[src/rtl/uart_pkg.sv]
// Shared UART baud-timing constants, frame config type and frame-length helper.
// Pure definitions; no latency or backpressure of its own.
package uart_pkg;

  localparam int unsigned DEFAULT_DIV = 5207;
  localparam int unsigned MIN_DIV     = 4;

  localparam logic [3:0] DATA_BITS_MIN = 4'd5;
  localparam logic [3:0] DATA_BITS_MAX = 4'd9;

  typedef enum logic {
    MODE_RX = 1'b0,
    MODE_TX = 1'b1
  } chan_mode_e;

  typedef struct packed {
    logic [3:0] data_bits;
    logic       parity_en;
    logic       stop2;
  } frame_cfg_t;

  // start + data + optional parity + one stop; TX may add a second stop bit
  function automatic logic [3:0] frame_len(input frame_cfg_t cfg, input chan_mode_e mode);
    logic [3:0] len;
    len = 4'd2 + cfg.data_bits + {3'b000, cfg.parity_en};
    if (mode == MODE_TX) begin
      len = len + {3'b000, cfg.stop2};
    end
    return len;
  endfunction

endpackage

[src/rtl/uart_bps_gen_if.sv]
// Control/status bundle between the UART shift logic, register path and bit-timing generator.
// Strobes are one-cycle pulses; there is no backpressure on any signal.
interface uart_bps_gen_if #(
  parameter int DIV_W = 16,
  parameter int CNT_W = 4
);

  logic [DIV_W-1:0] div_cfg;
  logic             div_load;
  logic [3:0]       data_bits;
  logic             parity_en;
  logic             stop2;
  logic             rx_flag;
  logic             tx_flag;

  logic             rx_bit_flag;
  logic [CNT_W-1:0] rx_bit_cnt;
  logic             rx_frame_done;
  logic             tx_bit_flag;
  logic [CNT_W-1:0] tx_bit_cnt;
  logic             tx_frame_done;
  logic             div_pending;
  logic             cfg_err;

  modport master (
    output div_cfg, div_load, data_bits, parity_en, stop2, rx_flag, tx_flag,
    input  rx_bit_flag, rx_bit_cnt, rx_frame_done,
    input  tx_bit_flag, tx_bit_cnt, tx_frame_done,
    input  div_pending, cfg_err
  );

  modport slave (
    input  div_cfg, div_load, data_bits, parity_en, stop2, rx_flag, tx_flag,
    output rx_bit_flag, rx_bit_cnt, rx_frame_done,
    output tx_bit_flag, tx_bit_cnt, tx_frame_done,
    output div_pending, cfg_err
  );

endinterface

[src/rtl/uart_bit_timer.sv]
// Per-channel baud counter, bit strobe, bit index and frame-done; RX strobes mid-bit, TX at bit start.
// Strobe one cycle after the counter hit (RX: half+1 after flag rise, TX: 1); no backpressure.
module uart_bit_timer
  import uart_pkg::*;
#(
  parameter int         DIV_W = 16,
  parameter int         CNT_W = 4,
  parameter chan_mode_e MODE  = MODE_RX
) (
  input  logic             clk_i,
  input  logic             rst_i,
  input  logic             flag_i,
  input  logic [DIV_W-1:0] div_act_i,
  input  frame_cfg_t       cfg_i,
  output logic             bit_flag_o,
  output logic [CNT_W-1:0] bit_cnt_o,
  output logic             frame_done_o
);

  logic             flag_q;
  logic [3:0]       len_q, len_d;
  logic [DIV_W-1:0] cnt_q, cnt_d;
  logic [CNT_W-1:0] bit_cnt_q, bit_cnt_d;
  logic             strobe_q, strobe_d;
  logic             done_q, done_d;
  logic [DIV_W-1:0] half;
  logic [CNT_W-1:0] last_idx_q, last_idx_d;
  logic             hit;

  always_comb begin
    // frame shape is frozen on the first cycle the flag is seen high
    len_d = len_q;
    if (flag_i && !flag_q) begin
      len_d = frame_len(cfg_i, MODE);
    end
    last_idx_d = CNT_W'(len_d) - CNT_W'(1);
    last_idx_q = CNT_W'(len_q) - CNT_W'(1);

    half     = div_act_i >> 1;
    hit      = (MODE == MODE_RX) ? (cnt_q == half) : (cnt_q == '0);
    strobe_d = flag_i && hit;
    done_d   = strobe_d && (bit_cnt_q == last_idx_d);

    cnt_d = '0;
    if (flag_i && (cnt_q != div_act_i - DIV_W'(1))) begin
      cnt_d = cnt_q + DIV_W'(1);
    end

    bit_cnt_d = bit_cnt_q;
    if (!flag_i) begin
      bit_cnt_d = '0;
    end else if (strobe_q) begin
      bit_cnt_d = (bit_cnt_q == last_idx_q) ? '0 : bit_cnt_q + CNT_W'(1);
    end
  end

  always_ff @(posedge clk_i or posedge rst_i) begin
    if (rst_i) begin
      flag_q    <= 1'b0;
      len_q     <= '0;
      cnt_q     <= '0;
      bit_cnt_q <= '0;
      strobe_q  <= 1'b0;
      done_q    <= 1'b0;
    end else begin
      flag_q    <= flag_i;
      len_q     <= len_d;
      cnt_q     <= cnt_d;
      bit_cnt_q <= bit_cnt_d;
      strobe_q  <= strobe_d;
      done_q    <= done_d;
    end
  end

  assign bit_flag_o   = strobe_q;
  assign bit_cnt_o    = bit_cnt_q;
  assign frame_done_o = done_q;

endmodule

[src/rtl/uart_bps_gen.sv]
// UART RX/TX bit-timing generator with a runtime divisor applied only between frames.
// cfg_err and div_pending update one cycle after div_load; no backpressure.
module uart_bps_gen
  import uart_pkg::*;
#(
  parameter int          DIV_W       = 16,
  parameter int unsigned DEFAULT_DIV = uart_pkg::DEFAULT_DIV,
  parameter int          CNT_W       = 4
) (
  input logic           sclk_i,
  input logic           rst_i,
  uart_bps_gen_if.slave bps_if
);

  logic [DIV_W-1:0] div_act_q, div_act_d;
  logic [DIV_W-1:0] shadow_q, shadow_d;
  logic             pending_q, pending_d;
  logic             cfg_err_q, cfg_err_d;
  logic             cfg_bad, accept, idle;
  frame_cfg_t       cfg;

  always_comb begin
    cfg.data_bits = bps_if.data_bits;
    cfg.parity_en = bps_if.parity_en;
    cfg.stop2     = bps_if.stop2;

    cfg_bad = (bps_if.div_cfg < DIV_W'(MIN_DIV)) ||
              (bps_if.data_bits < DATA_BITS_MIN) ||
              (bps_if.data_bits > DATA_BITS_MAX);
    accept    = bps_if.div_load && !cfg_bad;
    cfg_err_d = bps_if.div_load && cfg_bad;
    idle      = !bps_if.rx_flag && !bps_if.tx_flag;

    shadow_d  = accept ? bps_if.div_cfg : shadow_q;
    pending_d = pending_q;
    div_act_d = div_act_q;
    // a load on an idle edge bypasses the shadow so pending never shows
    if (idle) begin
      pending_d = 1'b0;
      if (accept) begin
        div_act_d = bps_if.div_cfg;
      end else if (pending_q) begin
        div_act_d = shadow_q;
      end
    end else if (accept) begin
      pending_d = 1'b1;
    end
  end

  always_ff @(posedge sclk_i or posedge rst_i) begin
    if (rst_i) begin
      div_act_q <= DIV_W'(DEFAULT_DIV);
      shadow_q  <= '0;
      pending_q <= 1'b0;
      cfg_err_q <= 1'b0;
    end else begin
      div_act_q <= div_act_d;
      shadow_q  <= shadow_d;
      pending_q <= pending_d;
      cfg_err_q <= cfg_err_d;
    end
  end

  assign bps_if.div_pending = pending_q;
  assign bps_if.cfg_err     = cfg_err_q;

  uart_bit_timer #(
    .DIV_W (DIV_W),
    .CNT_W (CNT_W),
    .MODE  (MODE_RX)
  ) u_rx_timer (
    .clk_i        (sclk_i),
    .rst_i        (rst_i),
    .flag_i       (bps_if.rx_flag),
    .div_act_i    (div_act_q),
    .cfg_i        (cfg),
    .bit_flag_o   (bps_if.rx_bit_flag),
    .bit_cnt_o    (bps_if.rx_bit_cnt),
    .frame_done_o (bps_if.rx_frame_done)
  );

  uart_bit_timer #(
    .DIV_W (DIV_W),
    .CNT_W (CNT_W),
    .MODE  (MODE_TX)
  ) u_tx_timer (
    .clk_i        (sclk_i),
    .rst_i        (rst_i),
    .flag_i       (bps_if.tx_flag),
    .div_act_i    (div_act_q),
    .cfg_i        (cfg),
    .bit_flag_o   (bps_if.tx_bit_flag),
    .bit_cnt_o    (bps_if.tx_bit_cnt),
    .frame_done_o (bps_if.tx_frame_done)
  );

endmodule

[src/flat_wrapper.sv]
// flat-port wrapper written by rule: the top's interface ports become plain ports
module uart_bps_gen_flat import uart_pkg::*;
#(
  parameter int          DIV_W       = 16,
  parameter int unsigned DEFAULT_DIV = uart_pkg::DEFAULT_DIV,
  parameter int          CNT_W       = 4
)
  (sclk_i, rst_i, bps_if_div_cfg, bps_if_div_load, bps_if_data_bits, bps_if_parity_en, bps_if_stop2, bps_if_rx_flag, bps_if_tx_flag, bps_if_rx_bit_flag, bps_if_rx_bit_cnt, bps_if_rx_frame_done, bps_if_tx_bit_flag, bps_if_tx_bit_cnt, bps_if_tx_frame_done, bps_if_div_pending, bps_if_cfg_err);
  uart_bps_gen_if #(.DIV_W(DIV_W), .CNT_W(CNT_W)) bps_if_i ();
  input logic sclk_i;
  input logic rst_i;
  input wire logic [$bits(bps_if_i.div_cfg)-1:0] bps_if_div_cfg;
  input wire logic [$bits(bps_if_i.div_load)-1:0] bps_if_div_load;
  input wire logic [$bits(bps_if_i.data_bits)-1:0] bps_if_data_bits;
  input wire logic [$bits(bps_if_i.parity_en)-1:0] bps_if_parity_en;
  input wire logic [$bits(bps_if_i.stop2)-1:0] bps_if_stop2;
  input wire logic [$bits(bps_if_i.rx_flag)-1:0] bps_if_rx_flag;
  input wire logic [$bits(bps_if_i.tx_flag)-1:0] bps_if_tx_flag;
  output wire logic [$bits(bps_if_i.rx_bit_flag)-1:0] bps_if_rx_bit_flag;
  output wire logic [$bits(bps_if_i.rx_bit_cnt)-1:0] bps_if_rx_bit_cnt;
  output wire logic [$bits(bps_if_i.rx_frame_done)-1:0] bps_if_rx_frame_done;
  output wire logic [$bits(bps_if_i.tx_bit_flag)-1:0] bps_if_tx_bit_flag;
  output wire logic [$bits(bps_if_i.tx_bit_cnt)-1:0] bps_if_tx_bit_cnt;
  output wire logic [$bits(bps_if_i.tx_frame_done)-1:0] bps_if_tx_frame_done;
  output wire logic [$bits(bps_if_i.div_pending)-1:0] bps_if_div_pending;
  output wire logic [$bits(bps_if_i.cfg_err)-1:0] bps_if_cfg_err;
  assign bps_if_i.div_cfg = bps_if_div_cfg;
  assign bps_if_i.div_load = bps_if_div_load;
  assign bps_if_i.data_bits = bps_if_data_bits;
  assign bps_if_i.parity_en = bps_if_parity_en;
  assign bps_if_i.stop2 = bps_if_stop2;
  assign bps_if_i.rx_flag = bps_if_rx_flag;
  assign bps_if_i.tx_flag = bps_if_tx_flag;
  assign bps_if_rx_bit_flag = bps_if_i.rx_bit_flag;
  assign bps_if_rx_bit_cnt = bps_if_i.rx_bit_cnt;
  assign bps_if_rx_frame_done = bps_if_i.rx_frame_done;
  assign bps_if_tx_bit_flag = bps_if_i.tx_bit_flag;
  assign bps_if_tx_bit_cnt = bps_if_i.tx_bit_cnt;
  assign bps_if_tx_frame_done = bps_if_i.tx_frame_done;
  assign bps_if_div_pending = bps_if_i.div_pending;
  assign bps_if_cfg_err = bps_if_i.cfg_err;
  uart_bps_gen #(.DIV_W(DIV_W), .DEFAULT_DIV(DEFAULT_DIV), .CNT_W(CNT_W)) u_core (.sclk_i(sclk_i), .rst_i(rst_i), .bps_if(bps_if_i));
endmodule
[config.mk]
export PLATFORM = sky130hd
export DESIGN_NAME = uart_bps_gen_flat
export DESIGN_NICKNAME = d
export VERILOG_FILES = /design/src/rtl/uart_pkg.sv /design/src/rtl/uart_bps_gen_if.sv /design/src/rtl/uart_bit_timer.sv /design/src/rtl/uart_bps_gen.sv /design/src/flat_wrapper.sv
export SDC_FILE = /design/constraint.sdc
export NUM_CORES = 1
export LEC_CHECK = 0
export ABC_AREA = 1
export CAP_MARGIN = 20
export CORE_UTILIZATION = 32
export DETAILED_ROUTE_END_ITERATION = 10
export DONT_BUFFER_PORTS = 1
export PLACE_DENSITY = 0.58
export SETUP_SLACK_MARGIN = 0.05
export SLEW_MARGIN = 10
export SYNTH_ARGS = -nofsm -noshare
export SYNTH_HDL_FRONTEND = slang
export SYNTH_HIERARCHICAL = 1
export SYNTH_SLANG_ARGS = --single-unit
[constraint.sdc]
create_clock -name sclk_i -period 1.96 [get_ports sclk_i]
set_input_delay 0.294 -clock sclk_i [delete_from_list [all_inputs] [get_ports sclk_i]]
set_output_delay 0.294 -clock sclk_i [all_outputs]
set_load 0.03 [all_outputs]
==> results.cfg, run 1 <==
[hold_path]
hold_end = u_core/bps_if.cfg_err
min-delay-start = bps_if_div_load
hold-path-cell-count = 1
hp-class = in2reg

[floorplanning]
io-pin-count = 41
coreArea_um2 = 18900
dieArea_um2 = 20000
die_w_um = 141
initial_core_util_pct = 32.9
rows = 50
die_height_um = 141

[critical_path]
endpoint_kind = register
cp.required_ns = 2.19
cp_max_fo = 8
timing.rr.start = u_core/div_act_q[1]
worstSetupPathType = reg2reg
rr_worst_depth = 10
cp_slowest_cell = dfstp_2
start_kind = register
reg2reg_setup_slack_ns = 0.03
crit_path_cell_trace = inv_2 > ha_4 > nand2_2 > nor2_2 > xor2_1 > nand3_1 > nor3_2 > nand2_2 > nand2_4 > nor2_1
worstSetupStartpoint = u_core/div_act_q[1]
crit_arrival_ns = 2.16
cpPeakStageDelay_ns = 0.58
r2r_end = u_core/u_tx_timer/cnt_q[0]
worst_path_most_repeated_cell = nand2_2

[power_and_ir_drop]
peakVddDrop_mv = 0.544
power_leakage_nw = 3.52
p_total_mw = 7.33
p_per_area_nw_per_um2 = 991

[drt]
routed_wl_um = 14600
num_vias = 5259
wl_per_cell_um = 12.7
remaining_drc_errors = 0
drt.antenna.violating_nets = 0
drt_iter0_markers = 245
routed_via_density = 4.59
firstDrtPassIters = 5

[global_routing]
grt_max_degree = 28
grt_util_all_layers_pct = 15.6
grt-ovfl-total = 0
grt_pass1_wl_um = 24700
antenna_found_initial = 0
grt_pass1_vias = 5037

[timing]
max_freq_ghz = 0.518
post-route-min-period_ns = 1.93
rsz0062_at_grt = yes
setup_viol = 0
fin_crit_sh_pct = 98.6
worst_slew_pin_slew_ns = 0.548
tns_ns = 0
hold_violations = 0
layout_setup_ws_ns = 0.0283
relSlewSlack_pct = 63.4
clock_skew_ns = 0.00612
drv_slew = 0

[finish]
finish.utilization_pct = 39.2
syn2layout_area_growth_pct = 19.2
num_antenna_cells = 0
mostFrequentLayoutCells = nand2_1, inv_1, nor2_1, dfrtp_1, buf_4
layout.nets = 924
finalNonFillerCells = 1147
drive_above_1_share_pct = 21.3
final_common_cell = nand2_1

[clocking]
htreeDepth = 3
clk_pin_slew_ns = 0.06
numClockSinks = 88
clk_latency_ns = 0.34
cts.path.max_buffers = 2
cts_buffers = 9
cts_tree = done
root_buffer = clkbuf_16

[place]
dp.cells = 1120
place_congestion = 0.838
post-dp-hpwl_um = 11100
port_buffers = 0
dp_slack_ns = -0.244

[yosys]
ys_warn_count = 6
ys_seq_elements = 88
syn_area_um2 = 6210
synthDistinctLibCells = 47
syn_inst = 820
synth_nets = 862
seq_area_frac_synth_pct = 35.6
synth.avg_cell_area_um2 = 7.58

[flow_run]
max_cap_violations = 0

[status]
run_status = finished, final reports clean
==> registers in the layout, indices dropped and copies added (netlist names) <==
register                        cells
u_core/bps_if.cfg_err               1
u_core/bps_if.div_pending           1
u_core/div_act_q                   16
u_core/shadow_q                    16
u_core/u_rx_timer/bit_cnt_o         4
u_core/u_rx_timer/bit_flag_o        1
u_core/u_rx_timer/cnt_q            16
u_core/u_rx_timer/flag_q            1
u_core/u_rx_timer/frame_done_o      1
u_core/u_rx_timer/len_q             4
u_core/u_tx_timer/bit_cnt_o         4
u_core/u_tx_timer/bit_flag_o        1
u_core/u_tx_timer/cnt_q            16
u_core/u_tx_timer/flag_q            1
u_core/u_tx_timer/frame_done_o      1
u_core/u_tx_timer/len_q             4
==> worst max-delay path by stage <==
| stage | to | slack (ns) | cells past startpoint |
|---|---|---|---|
| 5_1_grt | u_core/u_tx_timer/cnt_q[15] | -0.08 | 10 |
| 6_report | u_core/u_tx_timer/cnt_q[0] | 0.03 | 10 |
| 3_5_place_dp | u_core/u_tx_timer/cnt_q[3] | -0.24 | 12 |
| 3_3_place_gp | u_core/u_tx_timer/cnt_q[0] | -0.14 | 12 |
| 4_1_cts | u_core/u_tx_timer/cnt_q[15] | 0.02 | 12 |
| 2_1_floorplan | u_core/u_rx_timer/cnt_q[8] | 0.04 | 13 |
==> kinds of logic (layout without fill, tap and decap cells) <==
group | after synthesis | in the layout | synth area share (%)
adders and majority gates | 15 | 15 | 3.14
xor gates and xnor gates | 76 | 76 | 10.7
and+or+nand+nor | 485 | 486 | 38.5
AOI/OAI and AO/OA | 39 | 39 | 3.95
buffers and inverters | 117 | 183 | 8.10
DFF | 88 | 88 | 35.6
==> critical path: cells and delay by family (launching register included) <==
family / cells / cell delay (ns)
flip-flops: 1 / 0.58
AND/OR/NAND/NOR: 7 / 0.84
adder cells (fa/ha/maj): 1 / 0.17
buffers and inverters: 1 / 0.07
XOR/XNOR: 1 / 0.15
==> through the flow <==
stage               hold slack [ns]  area [um2]
floorplan                     0.325        6230
global placement              0.257        6890
detailed placement            0.251        6890
CTS                          0.0834        7380
global route                 0.0772        7400
finish                       0.0957        7400
==> synth_stat cells (all sizes together) <==
cell type | number | area share, %
a211oi | 1 | 0.12
a21boi | 1 | 0.12
a21oi | 3 | 0.42
a221oi | 1 | 0.14
a22o | 1 | 0.14
and2 | 2 | 0.20
buf | 8 | 1.5
clkbuf | 4 | 0.28
dfrtp | 81 | 33
dfstp | 7 | 3.0
fa | 1 | 0.32
ha | 14 | 2.8
inv | 105 | 6.3
nand2 | 250 | 17
nand3 | 45 | 3.8
nand3b | 13 | 1.6
nand4 | 26 | 2.6
nor2 | 124 | 11
nor3 | 14 | 1.6
nor4 | 7 | 0.81
nor4b | 1 | 0.14
o2111ai | 1 | 0.14
o21ai | 23 | 2.0
o21bai | 1 | 0.12
o22ai | 7 | 0.70
or2 | 3 | 0.34
xnor2 | 30 | 4.2
xor2 | 46 | 6.5
==> layer usage <==
layer	part of all wire, %	GRT usage [%]
met2	44	24.4
met3	4.8	2.77
met5	0	0
met4	1.2	4.63
met1	50	21.9
==> what timing repair did <==
| action | CTS | global route |
|---|---|---|
| setup buffers | 6 | 1 |
| setup endpoints to repair | 32 | 34 |
| gates resized for setup | 22 | 5 |
| pin swaps | 15 | 3 |
| hold buffers | 3 | 0 |
| hold endpoints to repair | 66 | 0 |
| cloned | 1 | 0 |
==> cell type report <==
class,count,area [um2]
Inverter,105,394
Multi-Input combinational cell,616,3600
Fill cell,1982,11500
Tap cell,260,325
Clock buffer,11,243
Sequential cell,88,2220
Clock inverter,5,80.1
Timing Repair Buffer,62,539
==> power breakdown <==
group	leakage [nW]	switching, mW	internal [mW]
combinational	2.23	1.71	1.35
sequential	1.13	0.341	2.06
clock	0.152	0.725	1.15
Power figures use the tool's default switching activity.
==> inputs of run 2 (changes only) <==
--- a/config.mk
+++ b/config.mk
@@ -8,6 +8,7 @@
 export ABC_AREA = 1
 export CAP_MARGIN = 20
 export CORE_UTILIZATION = 32
+export CTS_CLUSTER_DIAMETER = 30
 export DETAILED_ROUTE_END_ITERATION = 10
 export DONT_BUFFER_PORTS = 1
 export PLACE_DENSITY = 0.58
==> results of run 2 <==
No change in the layout: final DEF, timing and power equal those of run 1.
==> patch: new RTL, flow settings as in run 1 <==
`CNT_W` is set to 4 in 4 places; all go to 5.
--- a/src/rtl/uart_bps_gen_if.sv
+++ b/src/rtl/uart_bps_gen_if.sv
@@ -4,3 +4,3 @@
   parameter int DIV_W = 16,
-  parameter int CNT_W = 4
+  parameter int CNT_W = 5
 );
--- a/src/rtl/uart_bit_timer.sv
+++ b/src/rtl/uart_bit_timer.sv
@@ -6,3 +6,3 @@
   parameter int         DIV_W = 16,
-  parameter int         CNT_W = 4,
+  parameter int         CNT_W = 5,
   parameter chan_mode_e MODE  = MODE_RX
--- a/src/rtl/uart_bps_gen.sv
+++ b/src/rtl/uart_bps_gen.sv
@@ -7,3 +7,3 @@
   parameter int unsigned DEFAULT_DIV = uart_pkg::DEFAULT_DIV,
-  parameter int          CNT_W       = 4
+  parameter int          CNT_W       = 5
 ) (
--- a/src/flat_wrapper.sv
+++ b/src/flat_wrapper.sv
@@ -5,3 +5,3 @@
   parameter int unsigned DEFAULT_DIV = uart_pkg::DEFAULT_DIV,
-  parameter int          CNT_W       = 4
+  parameter int          CNT_W       = 5
 )
Ports: changed (resized bps_if_rx_bit_cnt and bps_if_tx_bit_cnt); port bits go from 41 to 43. The function was not compared with the original's and may differ.
==> patch against run 1 <==
Setup slack better by 0.013 ns. Routed wire length grew 7.7%. Critical endpoint is now u_core/u_rx_timer/cnt_q[15]$_DFF_PP0_. Die area increased by 1.6%. Critical path type unchanged. Critical path depth is 2 lower. Sequential power rose by 4%. Power is 1.1% higher. Synthesized area up 1.6%. Sequential cell count up 2. Design area rose by 1.0%.
==> patch: results (changes against run 1) <==
nets@finish: 952 (+3.0%)
most used standard cells in the synthesized netlist: nand2_1, inv_1, nor2_1, dfrtp_1, nand3_1
first-pass GRT wire length: 26070 um (+5.6%)
M2 GR Usage: 0.2593 (+0.01541)
max incr delay on CP: 0.66 ns (+0.08 ns)
status: complete, no violations
Synth area leaders: dfrtp_1, nand2_1, xor2_1
Total Routing Usage GR: 0.1648 (+0.008880)
Port Buffer Count: 0 (unchanged)
final RePlAce weighted congestion: 0.8398 (+0.19%)
post-detail-place hpwl: 11330 um (+2.2%)
Fin. Hold Viols: 0 (unchanged)
ant diodes: 0 (unchanged)
Yosys cell types: 41 (-13%)
Post-Place Setup Slack: -0.1317 ns (+0.1119 ns)
post-synthesis sequential area ratio: 0.3580 (+0.002215)
Synth Instances: 852 (+3.9%)
number of global-route vias before repair: 5279 (+4.8%)
final hold slack: 0.09215 ns (-0.003557 ns)
met1 usage: 0.2244 (+0.005565)
largest net degree at the start of global routing: 29 (+3.6%)
fraction of layout cells with a size suffix above 1: 0.1937 (-0.01942)
CP Max Fanout: 8 (unchanged)
Post-Synthesis Net Count: 894 (+3.7%)
DRT iter0 DRCs: 230 (-6.1%)
Post-Route WL: 15690 um (+7.7%)
initial antenna violation count: 0 (unchanged)
CTS buffer count: 9 (unchanged)
Max rail drop VDD: 549.1 uV (+0.88%)
Skew-Pair Late Insertion Delay: 0.36 ns (+0.02 ns)
Placed Cells: 1139 (+1.7%)
fillers: 2061 (+4.0%)
Crit-path slowest cell: dfstp_2
skew final: 0.006518 ns (+0.0003973 ns)
hold crit path type: input pin to flop
leakage: 3.534 nW (+0.51%)
DP Area: 6829 um2 (-0.85%)
Primary FF master, synth: dfrtp_1
drt via density: 4.644 (+1.3%)
H-tree Lvls: 3 (unchanged)
Worst-path clk slew: 0.07 ns
Max clock buf depth: 2 (unchanged)
R2R Setup Slk: 0.04 ns
Post-synth ARST share: 1.000 (unchanged)
number of synthesis warnings: 6 (unchanged)
WL per Instance: 13.31 um (+4.8%)
CP arrival: 2.16 ns (about the same)
Worst-Margin Slew: 0.5035 ns (-0.04485 ns)
root buffer cell: clkbuf_16
Multi-input gate area: 3715 um2 (+3.1%)
grt met3 use: 0.03297 (+0.005300)
Tcrit/Tclk final: 0.9787 (-0.006865)
First-pass DRT Iterations: 4 (-1)
[patch: kinds of logic after synthesis]
logic type                 after synthesis  share of synthesized area
AOI/OAI and AO/OA                       45                    0.04220
xor gates and xnor gates                80                     0.1131
adders and majority gates               15                    0.03091
buffers and inverters                  118                    0.08084
DFF                                     90                     0.3580
and+or+nand+nor                        504                     0.3749
[patch: cell type report]
cell class | count | share of cell area
clock buffer | 11 | 0.03245
clock inverter | 4 | 0.009870
inverter | 103 | 0.05202
multi-input combinational | 646 | 0.4967
sequential | 90 | 0.3033
tap | 265 | 0.04433
timing repair buffer | 60 | 0.06139
[patch: power by group]
group	total [mW]	internal [mW]	switching [mW]
sequential	2.49	2.10	0.384
combinational	3.04	1.35	1.69
clock	1.89	1.15	0.747
total	7.42	4.60	2.82
[patch: worst paths after layout]
path,startpoint,endpoint,cells past startpoint
worst max-delay path,u_core/div_act_q[6]$_DFFE_PP1P_,u_core/u_rx_timer/cnt_q[15]$_DFF_PP0_,8
worst min register to register,u_core/shadow_q[7]$_DFFE_PP0P_,u_core/shadow_q[7]$_DFFE_PP0P_,2
min in group asynchronous,rst_i,u_core/div_act_q[8]$_DFFE_PP0P_,3
worst max register to register,u_core/div_act_q[6]$_DFFE_PP1P_,u_core/u_rx_timer/cnt_q[15]$_DFF_PP0_,8
worst min-delay path,bps_if_div_load,u_core/bps_if.cfg_err$_DFF_PP0_,1
max in group asynchronous,rst_i,u_core/u_rx_timer/len_q[0]$_DFF_PP0_,3
[patch: timing repair]
item / CTS / global route
hold buffers: 3 / 0
resized for setup: 16 / 19
pin swaps: 9 / 12
endpoints found under the setup margin: 32 / 33
cloned: 2 / 0
endpoints found under the hold margin: 85 / 0
setup buffers: 6 / 14
[patch: critical path: cells and delay by family (launching register included)]
| family | cells | cell delay (ns) |
|---|---|---|
| flip-flops | 1 | 0.66 |
| AND/OR/NAND/NOR | 5 | 0.65 |
| XOR/XNOR | 2 | 0.31 |
| buffers and inverters | 1 | 0.18 |
[patch: metal layers]
metal,vias up,routed length [um]
met5,-,0
met4,0,220
met3,18,670
met2,109,7019
met1,2546,7778
li1,2802,-
